==> config.mk <==
export PLATFORM = sky130hd
export DESIGN_NAME = led_frame_rx_flat
export DESIGN_NICKNAME = d
export VERILOG_FILES = /design/src/rtl/led_rx_pkg.sv /design/src/rtl/led_frame_rx_if.sv /design/src/rtl/led_rx_chk.sv /design/src/rtl/led_frame_rx.sv /design/src/flat_wrapper.sv
export SDC_FILE = /design/constraint.sdc
export NUM_CORES = 1
export LEC_CHECK = 0
export CAP_MARGIN = 10
export CORE_MARGIN = 2
export CORE_UTILIZATION = 58
export CTS_BUF_LIST = sky130_fd_sc_hd__clkbuf_2
export CTS_CLUSTER_SIZE = 12
export DETAILED_ROUTE_END_ITERATION = 8
export PLACE_DENSITY = 0.83
export SLEW_MARGIN = 20
export SYNTH_ARGS = -nofsm -noshare
export SYNTH_HDL_FRONTEND = slang
export SYNTH_SLANG_ARGS = --single-unit
==> constraint.sdc <==
create_clock -name sys_clk -period 16.7 [get_ports sys_clk]
set_clock_uncertainty 0.2 [all_clocks]
set_input_delay 2.505 -clock sys_clk [delete_from_list [all_inputs] [get_ports sys_clk]]
set_output_delay 2.505 -clock sys_clk [all_outputs]
set_load 0.05 [all_outputs]
==> src/rtl/led_rx_pkg.sv <==
// Shared types and constants for the LED frame receiver: FSM state codes,
// payload geometry and the default frame start marker.
package led_rx_pkg;

  typedef logic [2:0] state_t;

  localparam state_t ST_IDLE   = 3'd0;
  localparam state_t ST_HDR    = 3'd1;
  localparam state_t ST_PAY    = 3'd2;
  localparam state_t ST_CHK    = 3'd3;
  localparam state_t ST_COMMIT = 3'd4;

  localparam int PAYLOAD_BYTES = 24;
  localparam int BYTES_PER_CH  = 6;
  localparam int CH_W          = 48;
  localparam int NUM_CH        = 4;

  localparam logic [7:0] DEF_SYNC_BYTE = 8'hA5;

endpackage

==> src/rtl/led_frame_rx_if.sv <==
// Byte-stream valid/ready link feeding the frame receiver.
// The master drives data and valid; the slave drives ready.
interface led_frame_rx_if;
  logic [7:0] rx_data;
  logic       rx_valid;
  logic       rx_ready;

  modport master (output rx_data, output rx_valid, input rx_ready);
  modport slave  (input rx_data, input rx_valid, output rx_ready);
endinterface

==> src/rtl/led_rx_chk.sv <==
// Running 8-bit XOR over accepted frame bytes; the result is a registered value
// updated one cycle after en_i, and clr_i takes priority over en_i.
module led_rx_chk (
  input  logic       clk,
  input  logic       rst,
  input  logic       clr_i,
  input  logic       en_i,
  input  logic [7:0] dat_i,
  output logic [7:0] val_o
);

  logic [7:0] val_q, val_d;

  always_comb begin
    val_d = val_q;
    if (clr_i) begin
      val_d = 8'h00;
    end else if (en_i) begin
      val_d = val_q ^ dat_i;
    end
  end

  always_ff @(posedge clk or posedge rst) begin
    if (rst) begin
      val_q <= 8'h00;
    end else begin
      val_q <= val_d;
    end
  end

  assign val_o = val_q;

endmodule

==> src/rtl/led_frame_rx.sv <==
// Frame receiver: parses SYNC/header/24 payload bytes into shadow registers and commits them atomically
// one cycle after the last byte; stalls input only during COMMIT. Optional trailing checksum under RX_CHECKSUM_EN.
module led_frame_rx
  import led_rx_pkg::*;
#(
  parameter int         TIMEOUT_CYC = 1000,
  parameter logic [7:0] SYNC_BYTE   = DEF_SYNC_BYTE
) (
  input  logic            sys_clk,
  input  logic            sys_reset,
  led_frame_rx_if.slave   rx,
  output logic [3:0]      CMD,
  output logic [CH_W-1:0] DATA_o0,
  output logic [CH_W-1:0] DATA_o1,
  output logic [CH_W-1:0] DATA_o2,
  output logic [CH_W-1:0] DATA_o3,
  output logic            CTS,
  output logic            error_flag
);

  localparam int IW = (TIMEOUT_CYC > 1) ? $clog2(TIMEOUT_CYC) : 1;

  state_t                      state_q, state_d;
  logic [4:0]                  byte_cnt_q, byte_cnt_d;
  logic [IW-1:0]               idle_q, idle_d;
  logic [3:0]                  sh_cmd_q, sh_cmd_d;
  logic [NUM_CH-1:0][CH_W-1:0] sh_dat_q, sh_dat_d;
  logic [3:0]                  cmd_q;
  logic [NUM_CH-1:0][CH_W-1:0] dat_q;
  logic                        err_q, err_d;
  logic                        commit;
  logic                        acc;
  logic                        in_frame;
  logic                        tmo;
  logic [1:0]                  ch_idx;

  assign acc         = rx.rx_valid && rx.rx_ready;
  assign rx.rx_ready = (state_q != ST_COMMIT);
  assign in_frame    = (state_q == ST_HDR) || (state_q == ST_PAY) || (state_q == ST_CHK);
  assign ch_idx      = 2'(byte_cnt_q / 5'(BYTES_PER_CH));
  // A byte accepted on the same edge the idle count would expire takes precedence.
  assign tmo         = (TIMEOUT_CYC != 0) && in_frame && !acc &&
                       (idle_q == IW'(TIMEOUT_CYC - 1));

`ifdef RX_CHECKSUM_EN
  logic       chk_clr;
  logic       chk_en;
  logic [7:0] chk_val;

  assign chk_clr = (state_q == ST_IDLE);
  assign chk_en  = acc && ((state_q == ST_HDR) || (state_q == ST_PAY));

  led_rx_chk u_chk (
    .clk   (sys_clk),
    .rst   (sys_reset),
    .clr_i (chk_clr),
    .en_i  (chk_en),
    .dat_i (rx.rx_data),
    .val_o (chk_val)
  );
`endif

  always_comb begin
    state_d    = state_q;
    byte_cnt_d = byte_cnt_q;
    idle_d     = idle_q;
    sh_cmd_d   = sh_cmd_q;
    sh_dat_d   = sh_dat_q;
    err_d      = err_q;
    commit     = 1'b0;

    if (in_frame) begin
      idle_d = acc ? '0 : idle_q + IW'(1);
    end

    case (state_q)
      ST_IDLE: begin
        idle_d     = '0;
        byte_cnt_d = '0;
        if (acc && (rx.rx_data == SYNC_BYTE)) begin
          state_d = ST_HDR;
        end
      end
      ST_HDR: begin
        if (acc) begin
          sh_cmd_d = rx.rx_data[7:4];
          state_d  = ST_PAY;
        end
      end
      ST_PAY: begin
        if (acc) begin
          sh_dat_d[ch_idx] = {sh_dat_q[ch_idx][CH_W-9:0], rx.rx_data};
          byte_cnt_d       = byte_cnt_q + 5'd1;
          if (byte_cnt_q == 5'(PAYLOAD_BYTES - 1)) begin
`ifdef RX_CHECKSUM_EN
            state_d = ST_CHK;
`else
            state_d = ST_COMMIT;
`endif
          end
        end
      end
`ifdef RX_CHECKSUM_EN
      ST_CHK: begin
        if (acc) begin
          if (rx.rx_data == chk_val) begin
            state_d = ST_COMMIT;
          end else begin
            state_d = ST_IDLE;
            err_d   = 1'b1;
          end
        end
      end
`endif
      ST_COMMIT: begin
        commit  = 1'b1;
        err_d   = 1'b0;
        state_d = ST_IDLE;
      end
      default: state_d = ST_IDLE;
    endcase

    if (tmo) begin
      state_d  = ST_IDLE;
      err_d    = 1'b1;
      sh_cmd_d = '0;
      sh_dat_d = '0;
    end
  end

  always_ff @(posedge sys_clk or posedge sys_reset) begin
    if (sys_reset) begin
      state_q    <= ST_IDLE;
      byte_cnt_q <= '0;
      idle_q     <= '0;
      sh_cmd_q   <= '0;
      sh_dat_q   <= '0;
      cmd_q      <= '0;
      dat_q      <= '0;
      err_q      <= 1'b0;
    end else begin
      state_q    <= state_d;
      byte_cnt_q <= byte_cnt_d;
      idle_q     <= idle_d;
      sh_cmd_q   <= sh_cmd_d;
      sh_dat_q   <= sh_dat_d;
      err_q      <= err_d;
      if (commit) begin
        cmd_q <= sh_cmd_q;
        dat_q <= sh_dat_q;
      end
    end
  end

  assign CMD        = cmd_q;
  assign DATA_o0    = dat_q[0];
  assign DATA_o1    = dat_q[1];
  assign DATA_o2    = dat_q[2];
  assign DATA_o3    = dat_q[3];
  assign CTS        = (state_q != ST_IDLE);
  assign error_flag = err_q;

endmodule

==> src/flat_wrapper.sv <==
// flat-port wrapper written by rule: the top's interface ports become plain ports
module led_frame_rx_flat import led_rx_pkg::*;
#(
  parameter int         TIMEOUT_CYC = 1000,
  parameter logic [7:0] SYNC_BYTE   = DEF_SYNC_BYTE
)
  (sys_clk, sys_reset, CMD, DATA_o0, DATA_o1, DATA_o2, DATA_o3, CTS, error_flag, rx_rx_data, rx_rx_valid, rx_rx_ready);
  led_frame_rx_if rx_i ();
  input  logic sys_clk;
  input  logic sys_reset;
  output logic [3:0] CMD;
  output logic [CH_W-1:0] DATA_o0;
  output logic [CH_W-1:0] DATA_o1;
  output logic [CH_W-1:0] DATA_o2;
  output logic [CH_W-1:0] DATA_o3;
  output logic CTS;
  output logic error_flag;
  input wire logic [$bits(rx_i.rx_data)-1:0] rx_rx_data;
  input wire logic [$bits(rx_i.rx_valid)-1:0] rx_rx_valid;
  output wire logic [$bits(rx_i.rx_ready)-1:0] rx_rx_ready;
  assign rx_i.rx_data = rx_rx_data;
  assign rx_i.rx_valid = rx_rx_valid;
  assign rx_rx_ready = rx_i.rx_ready;
  led_frame_rx #(.TIMEOUT_CYC(TIMEOUT_CYC), .SYNC_BYTE(SYNC_BYTE)) u_core (.sys_clk(sys_clk), .sys_reset(sys_reset), .rx(rx_i), .CMD(CMD), .DATA_o0(DATA_o0), .DATA_o1(DATA_o1), .DATA_o2(DATA_o2), .DATA_o3(DATA_o3), .CTS(CTS), .error_flag(error_flag));
endmodule
======== After elaboration in Yosys (flattened, before gate mapping) ========
Index checks and enable logic that the tools add are counted.
storage, ports and cells
  input port bits ......................... 11
  flip-flop bits (word level) ............. 411
  logic and storage cells ................. 77
  output and inout bits ................... 199
cells by class
  order comparisons ....................... 2
  reductions and logical operators ........ 20
  equal/unequal tests ..................... 13
  multiplexer cells ....................... 25
  $add $sub $neg .......................... 2
  divide/modulo/power cells ............... 1
operator list
  operator                 number
  $mux W192                3
  $bwmux W192              1
  $bmux W48 S2             1
  $demux W48 S2            1
  $mux W48                 1
  $mux W40                 1
  $mux W10                 3
  $mux W3                  5
  $mux W4                  3
  $reduce_bool A2 Y1       6
  $add A10 B1 Y10 const B  1
  $eq A10 B10 Y1 const B   1
  $pmux W5 S2              1
  $ne A3 B1 Y1 const B     3
  $pmux W3 S3              1
  $eq A8 B8 Y1 const B     1
  $eq A3 B2 Y1 const B     2
  $reduce_and A2 Y1        3
  $add A5 B1 Y5 const B    1
  $div A5 B3 Y5 const B    1
  $eq A5 B5 Y1 const B     1
  $logic_and A1 B1 Y1      5
  $mux W5                  1
  $reduce_and A4 Y1        1
  other kinds (12)         15

======== Longest topological paths before layout ========
Gate-level depths: netlist (run 1).
  word-level depth ........................ 9
  depth in mapped cells ................... 11
  depth with buffers taken out ............ 7

======== Least setup slack after synthesis (run 1) ========
No wires, ideal clock.
  path type ............................... register -> output
  from .................................... register u_core.state_q[1]
  to ...................................... output port rx_rx_ready
  path slack .............................. 12.550 ns
  data required time ...................... 13.995 ns
  cell stages (with the launch flop) ...... 7
  arrival time ............................ 1.445 ns
  path buffers ............................ 3
  cells stage by stage .................... dfrtp_1 -> nor2_1 -> and2_1 -> clkbuf_1 -> inv_1 -> clkbuf_1 -> buf_2
on the way
  longest elaborated chain between the ends .. 1
ends and longest elaborated chain
  element                   line                 RTL
  start: declaration        led_frame_rx.sv:23   state_t state_q, state_d;
  start signal: assignment  led_frame_rx.sv:142  state_q <= state_d;
  $ne A3 B3 Y1              led_frame_rx.sv:38   assign rx.rx_ready = (state_q != ST_COMMIT);
  end: declaration          flat_wrapper.sv:20   output wire logic [$bits(rx_i.rx_ready)-1:0] rx_rx_ready;
No other way between the ends.

======== Worst setup path in the final report (run 1) ========
  from .................................... register u_core.state_q[2]
  to ...................................... output port rx_rx_ready
Same word-level chain as after synthesis.

==> results.cfg, run 1 <==
[yosys]
synthArstFlopShare_pct = 100
synthCells = 1789
ys.flop_type = dfrtp_1
yosysWarnings = 0
yosysTopAreaCellShare_pct = 61.0
synth_area_sq_um = 16900
synth_cell_type_count = 44
synth_edf_count = 0
synth_area_leaders = dfrtp_1 (61%), nand2_1 (13%), o21ai_0 (9.3%)
ys_ff_latch = 411
ys_seq_area_share_pct = 61.0
synth_largest_area_cell = dfrtp_1
syn_avg_cell_area_sq_um = 9.43
syn-num-nets = 1805

[sta]
tns_ns = 0
setup_viol = 0
rsz0062_at_grt = no
max_slew_margin_pct = 24.6
tightest_slew_ns = 1.13
whs_ns = 0.236
timing.final.crit_share_pct = 40.2
hold_viol = 0
max_freq_mhz = 149
period_needed_ns = 6.72
drv_slew = 0

[clock_network]
cts_tree = built
root_buffer = clkbuf_2
cts_resized = 0
path_clk_slew_ns = 0.10
clockBufferDepth = 3
ctsHoldBuffers = 0
numCtsBuffers = 97
clock_latency_ns = 0.92
htreeDepth = 3
numClockSinks = 411
post_cts_buffers = 0

[critical_path]
arrival_ns = 4.01
path_cells = and2_4, inv_6, clkdlybuf4s50_1
crit_type = flop to output pin
cpMaxStageDelayCell = clkdlybuf4s50_1
crit_path_max_fanout = 151
worst_ep_required_time_ns = 13.99
start_kind = flop
endpoint_kind = output pin
slowest_delay_ns = 0.87

[cells_and_area]
layout-drive-gt1-share_pct = 8.28
multi_input_area_sq_um = 5730
mostFrequentLayoutCell = nand2_1
areaGrowthSynthToFinish_pct = 16.7
nets = 1990
regArea_sq_um = 10300
final_cell_mix = nand2_1 (571), dfrtp_1 (411), o21ai_0 (315)
fill_cells = 2237
utilization_pct = 68.6

[floorplan]
core_area_sq_um = 28700
initial_utilization_pct = 58.8
fp.dieH_microns = 175
die_width_microns = 175
num_rows = 62
ios = 210
die-area_sq_um = 30500

[route]
dr.pass1.iters = 6
drc = 0
wl_per_cell_microns = 16.5
ant_nets = 0
drtIter0Drc = 1073
via_count = 13400
wl_microns = 39900
routed_via_density = 5.54

[power_and_ir_drop]
leakagePower_nw = 9.77
ir_worst_vdd_uv = 39.4
p_per_area_nw_per_um2 = 84.2

[place]
gp_congestion = 0.811
hpwl_microns = 23900
io_buffers = 209

[grt]
grt_pass1_vias = 13200
grt.total_usage_pct = 26.9
grt_pass1_wl_microns = 66500
gr-total-overflow = 0
grt_start_max_net_pins = 152
antenna_found_initial = 1

[worst_hold_path]
hold_class = flop to flop

[job]
maxCapViolations = 0

[outcome]
outcome = completed
## cell usage after synthesis, drive strengths merged (3+ instances only)
library cell  count
ha                5
dfrtp           411
nor3              6
buf              54
o21ai           372
mux2i            55
inv              54
nand3           104
and4b             3
nor2             15
nand4             4
a21oi            19
a21o              3
nand2           571
xor2              4
clkbuf           82
## worst max-delay path, delay by kind of cell, from the launching register on
| family | cells | cell delay (ns) |
|---|---|---|
| buffers and inverters | 2 | 1.43 |
| and+or+nand+nor | 1 | 0.84 |
| DFF | 1 | 0.76 |
## power by group
group	leakage [nW]	internal, mW	switching [mW]	total (mW)
registers	5.74	1.00	0.00424	1.01
clock network	0.614	0.228	0.372	0.601
logic	3.42	0.0112	0.0387	0.0499
total	9.77	1.24	0.415	1.66
## routing by layer
layer / track usage (%) / vias to the layer above / wire, microns
li1: - / 6297 / -
met1: 37.6 / 6545 / 17400
met2: 41.7 / 474 / 18800
met3: 4.92 / 69 / 2510
met4: 12.0 / 0 / 1240
met5: 0 / - / 0
## cells by family (layout without fill, tap and decap cells)
| group | count (synthesis) | count (layout) | synth area share [%] |
|---|---|---|---|
| other | 0 | 1 | 0 |
| DFF | 411 | 411 | 61.0 |
| buffers and inverters | 190 | 430 | 5.36 |
| and+or+nand+nor | 720 | 720 | 17.5 |
| adders and majority gates | 5 | 5 | 0.371 |
| xor gates and xnor gates | 6 | 6 | 0.312 |
| muxes | 56 | 56 | 3.35 |
| AOI/OAI and AO/OA | 401 | 401 | 12.2 |
## flip-flops by register name (all words and copies together) (netlist names), 5 cells and up
register,count
u_core.byte_cnt_q,5
u_core.DATA_o3,48
u_core.DATA_o1,48
u_core.DATA_o0,48
u_core.DATA_o2,48
u_core.idle_q,10
u_core.sh_dat_q,192
## per-stage QoR
stage               total power, mW  cells  instance area [sq um]  setup WS (ns)
floorplan                      1.06   1789                  16900           2.56
CTS                            1.68   2413                  19700          10.01
global route                   1.74   2414                  19700           9.78
finish                         1.66   2414                  19700           9.98
detailed placement             1.08   2259                  18900          10.09
global placement               1.08   2259                  18900          10.13
## cell type report
cell class | instances | share of cell area [%]
Sequential cell | 411 | 52.2
Multi-Input combinational cell | 1188 | 29.1
Inverter | 54 | 1.09
Antenna cell | 1 | 0.0127
Clock inverter | 21 | 0.616
Clock buffer | 133 | 3.38
Timing Repair Buffer | 222 | 11.1
Tap cell | 384 | 2.44
## worst paths after layout
path	cells after the start	endpoint	slack, ns	from
max reg2reg	7	u_core.sh_dat_q[143]	13.03	u_core.byte_cnt_q[3]
max	3	rx_rx_ready	9.98	u_core.state_q[2]
min in group asynchronous	2	u_core.sh_dat_q[137]	1.96	sys_reset
min	2	u_core.DATA_o3[44]	0.24	u_core.sh_dat_q[188]
max in group asynchronous	5	u_core.DATA_o1[6]	11.11	sys_reset
min reg2reg	2	u_core.DATA_o3[44]	0.24	u_core.sh_dat_q[188]
Power figures use the tool's default switching activity.
==> inputs of run 2 (changes only) <==
Clock period 16.7 ns to 7 ns, I/O delays scaled along.
==> results.cfg, run 2 (synthesized netlist as in run 1, its figures left out) <==
[clock_network]
root_buffer = clkbuf_2
clock_latency_ns = 0.91
ctsHoldBuffers = 0
cts_resized = 0
numClockSinks = 411
post_cts_buffers = 0
cts_tree = built
htreeDepth = 3
path_clk_slew_ns = 0.10
clockBufferDepth = 3
numCtsBuffers = 99

[grt]
antenna_found_initial = 2
grt_start_max_net_pins = 162
grt_pass1_vias = 12900
grt_pass1_wl_microns = 65500
gr-total-overflow = 0
grt.total_usage_pct = 26.5

[cells_and_area]
nets = 1991
utilization_pct = 68.8
fill_cells = 2283
largest_reg_flops = 192
areaGrowthSynthToFinish_pct = 17.0
top_register = u_core.sh_dat_q
layout-drive-gt1-share_pct = 8.29
final_cell_mix = nand2_1 (571), dfrtp_1 (411), o21ai_0 (315)
mostFrequentLayoutCell = nand2_1

[power_and_ir_drop]
p_per_area_nw_per_um2 = 203
total_power_mw = 4.00
p_comb_share_pct = 3.0
pwr-share-clk_pct = 37.0
swShare_pct = 24.9
p_sw_mw = 0.996
ir_worst_vdd_uv = 117
leakagePower_nw = 9.78
pwr-share-seq_pct = 60.0
p_int_mw = 3.01

[sta]
tightest_slew_ns = 1.10
rsz0062_at_grt = no
drv_slew = 0
max_freq_mhz = 201
tns_ns = 0
max_slew_margin_pct = 26.7
timing.final.crit_share_pct = 71.1
setup_viol = 0
period_needed_ns = 4.97
whs_ns = 0.269
hold_viol = 0

[floorplan]
num_rows = 62
initial_utilization_pct = 58.8
ios = 210
die_width_microns = 175
fp.dieH_microns = 175
die-area_sq_um = 30500
core_area_sq_um = 28700

[route]
ant_nets = 0
via_count = 13400
wl_microns = 39800
dr.pass1.iters = 6
drtIter0Drc = 1307
wl_per_cell_microns = 16.5
drc = 0
routed_via_density = 5.54

[critical_path]
cpMaxStageDelayCell = clkdlybuf4s50_1
slowest_delay_ns = 0.83
crit_start = u_core.state_q[2]
path_cells = and2_4, inv_6, clkdlybuf4s50_1
worst_ep_required_time_ns = 5.75
arrival_ns = 3.72
crit_path_max_fanout = 125
endpoint_kind = output pin
start_kind = flop
r2r-start = u_core.byte_cnt_q[3]
crit_type = flop to output pin

[place]
io_buffers = 209
hpwl_microns = 24100
gp_congestion = 0.808

[worst_hold_path]
hold_class = flop to flop
hold_path_startpoint = u_core.sh_dat_q[90]

[job]
maxCapViolations = 0

[outcome]
outcome = completed
## run 2: final timing paths
path / endpoint / slack, ns / cells past startpoint
hold / removal: u_core.DATA_o1[42] / 0.27 / 2
setup / recovery: rx_rx_ready / 2.03 / 3
hold reg to reg: u_core.DATA_o1[42] / 0.27 / 2
setup reg to reg: u_core.sh_dat_q[104] / 3.36 / 7
max in group asynchronous: u_core.DATA_o3[26] / 4.89 / 3
min in group asynchronous: u_core.DATA_o2[24] / 0.37 / 2
## run 2: final cells by class
cell class                      count  area [sq um]  share of cell area (%)
Multi-Input combinational cell   1188          5730                    29.0
Tap cell                          384           480                    2.43
Sequential cell                   411         10300                    52.1
Timing Repair Buffer              221          2210                    11.2
Inverter                           54           211                    1.07
Clock buffer                      136           681                    3.45
Antenna cell                        2          5.00                  0.0254
Clock inverter                     17           130                   0.659
## run 2: metrics by stage
step | cells | cell area [sq um] | worst slack, ns
2_1_floorplan | 1789 | 16900 | 0.210
3_3_place_gp | 2258 | 18900 | 2.95
3_5_place_dp | 2258 | 18900 | 2.85
4_1_cts | 2411 | 19700 | 1.99
5_1_grt | 2413 | 19700 | 1.77
6_report | 2413 | 19700 | 2.03
## run 2: critical path, delay by kind of cell (launching register included)
kind / cells / cell delay, ns
buffers and inverters: 2 / 1.29
AND/OR/NAND/NOR: 1 / 0.70
flip-flops: 1 / 0.77
## run 2: routing by layer
| metal | up-vias | GRT usage [%] | part of all wire [%] |
|---|---|---|---|
| li1 | 6301 | - | - |
| met1 | 6546 | 38.0 | 44 |
| met2 | 455 | 40.6 | 47 |
| met3 | 67 | 4.92 | 6.2 |
| met4 | 0 | 10.0 | 2.7 |
| met5 | - | 0 | 0 |
## run 2: power by group through the flow
| stage | Clock, mW | Combinational [mW] | Sequential (mW) |
|---|---|---|---|
| after global placement | 0 | 0.117 | 2.45 |
| after CTS | 1.52 | 0.122 | 2.40 |
| after detailed placement | 0 | 0.122 | 2.45 |
| after floorplan | 0 | 0.0798 | 2.45 |
| after global routing | 1.65 | 0.136 | 2.41 |
| final | 1.48 | 0.119 | 2.40 |
==> inputs of run 3 (changes only) <==
Clock period 7 ns to 5.2 ns, I/O delays scaled along.
==> results.cfg, run 3 (synthesized netlist as in run 1, its figures left out) <==
[cells_and_area]
final_cell_mix = nand2_1 (571), dfrtp_1 (411), o21ai_0 (315)
final_cell_area_sq_um = 19800
largest_reg_flops = 192
areaGrowthSynthToFinish_pct = 17.4
layout-drive-gt1-share_pct = 8.69
top_register = u_core.sh_dat_q
mostFrequentLayoutCell = nand2_1
utilization_pct = 69.0
nets = 1998
fin_cells = 2423

[grt]
gr-total-overflow = 0
grt.total_usage_pct = 27.1
antenna_found_initial = 2
grt_start_max_net_pins = 178
grt_pass1_vias = 13300
grt_pass1_wl_microns = 67200

[sta]
hold_viol = 0
tightest_slew_ns = 1.10
period_needed_ns = 4.65
max_freq_mhz = 215
rsz0062_at_grt = no
drv_slew = 0
max_slew_margin_pct = 26.4
setup_viol = 0
tns_ns = 0
timing.final.crit_share_pct = 89.5

[floorplan]
ios = 210
die-area_sq_um = 30500
core_area_sq_um = 28700
initial_utilization_pct = 58.8
fp.dieH_microns = 175
die_width_microns = 175
num_rows = 62

[outcome]
outcome = completed

[place]
dpl_cell_area_sq_um = 19000
hpwl_microns = 25000
gp_congestion = 0.832
io_buffers = 209
dp.cells = 2266

[route]
drtIter0Drc = 1344
routed_via_density = 5.55
top_layer = met4
wl_microns = 40500
ant_nets = 0
dr_wl_met3_microns = 2450
via_count = 13400
wl_met1_microns = 17500
dr_wl_met2_microns = 19300
wl_per_cell_microns = 16.7
drc = 0
dr.pass1.iters = 6

[critical_path]
start_kind = flop
cpMaxStageDelayCell = clkdlybuf4s50_1
crit_path_max_fanout = 73
arrival_ns = 3.67
reg2reg_slack_ns = 1.57
worst_ep_required_time_ns = 4.22
path_cells = and2_4, inv_6, clkdlybuf4s50_1
endpoint_kind = output pin
slowest_delay_ns = 0.81
path_buf_inv = 2
critical_path.top_delay_family = buffers and inverters
crit_type = flop to output pin

[job]
maxCapViolations = 0

[clock_network]
post_cts_buffers = 0
clock_latency_ns = 0.94
cts_resized = 0
cts_tree = built
path_clk_slew_ns = 0.13
numCtsBuffers = 98
htreeDepth = 3
ctsHoldBuffers = 0
numClockSinks = 411
root_buffer = clkbuf_2
clockBufferDepth = 3

[power_and_ir_drop]
ir_worst_vdd_uv = 144
total_power_mw = 5.36
swShare_pct = 25.3
p_per_area_nw_per_um2 = 271
leakagePower_nw = 9.83
p_comb_share_pct = 3.2
p_int_mw = 4.01
pwr-share-seq_pct = 60.3
pwr-share-clk_pct = 36.5
p_sw_mw = 1.36

[worst_hold_path]
hold_class = primary input to asynchronous set/reset pin
==> run 3: layout make-up <==
class	count	area [sq um]
flip-flops and latches	411	10300
multi-input cells	1188	5730
repair buffers	229	2300
clock inverters	18	100
clock buffers	137	686
fillers	2279	8900
well taps	384	480
diodes	2	5.00
inverters	54	211
==> run 3: metrics by stage <==
step | hold slack, ns | setup slack [ns]
6_report | 0.203 | 0.546
5_1_grt | 0.165 | 0.289
4_1_cts | 0.140 | 0.488
3_5_place_dp | 0.246 | 1.52
3_3_place_gp | 0.243 | 1.63
2_1_floorplan | 0.232 | -1.32
==> run 3: power by group through the flow <==
stage | sequential (mW) | combinational [mW] | clock [mW]
floorplan | 3.30 | 0.107 | 0
global placement | 3.30 | 0.167 | 0
detailed placement | 3.30 | 0.174 | 0
CTS | 3.23 | 0.174 | 2.01
global route | 3.24 | 0.193 | 2.18
finish | 3.23 | 0.169 | 1.96
==> run 3: final timing paths <==
| kind | from | endpoint | cells after the start |
|---|---|---|---|
| max | u_core.state_q[2] | rx_rx_ready | 3 |
| min | sys_reset | u_core.DATA_o2[19] | 2 |
| max reg2reg | u_core.byte_cnt_q[3] | u_core.sh_dat_q[124] | 7 |
| min reg2reg | u_core.sh_dat_q[93] | u_core.DATA_o1[45] | 2 |
| max in group asynchronous | sys_reset | u_core.sh_dat_q[70] | 3 |
| min in group sys_clk | u_core.sh_dat_q[93] | u_core.DATA_o1[45] | 2 |
==> run 3: metal layers <==
metal	GRT usage [%]	up-vias
met1	38.1	6587
met3	5.45	79
met4	10.4	0
met5	0	-
met2	42.1	468
li1	-	6315
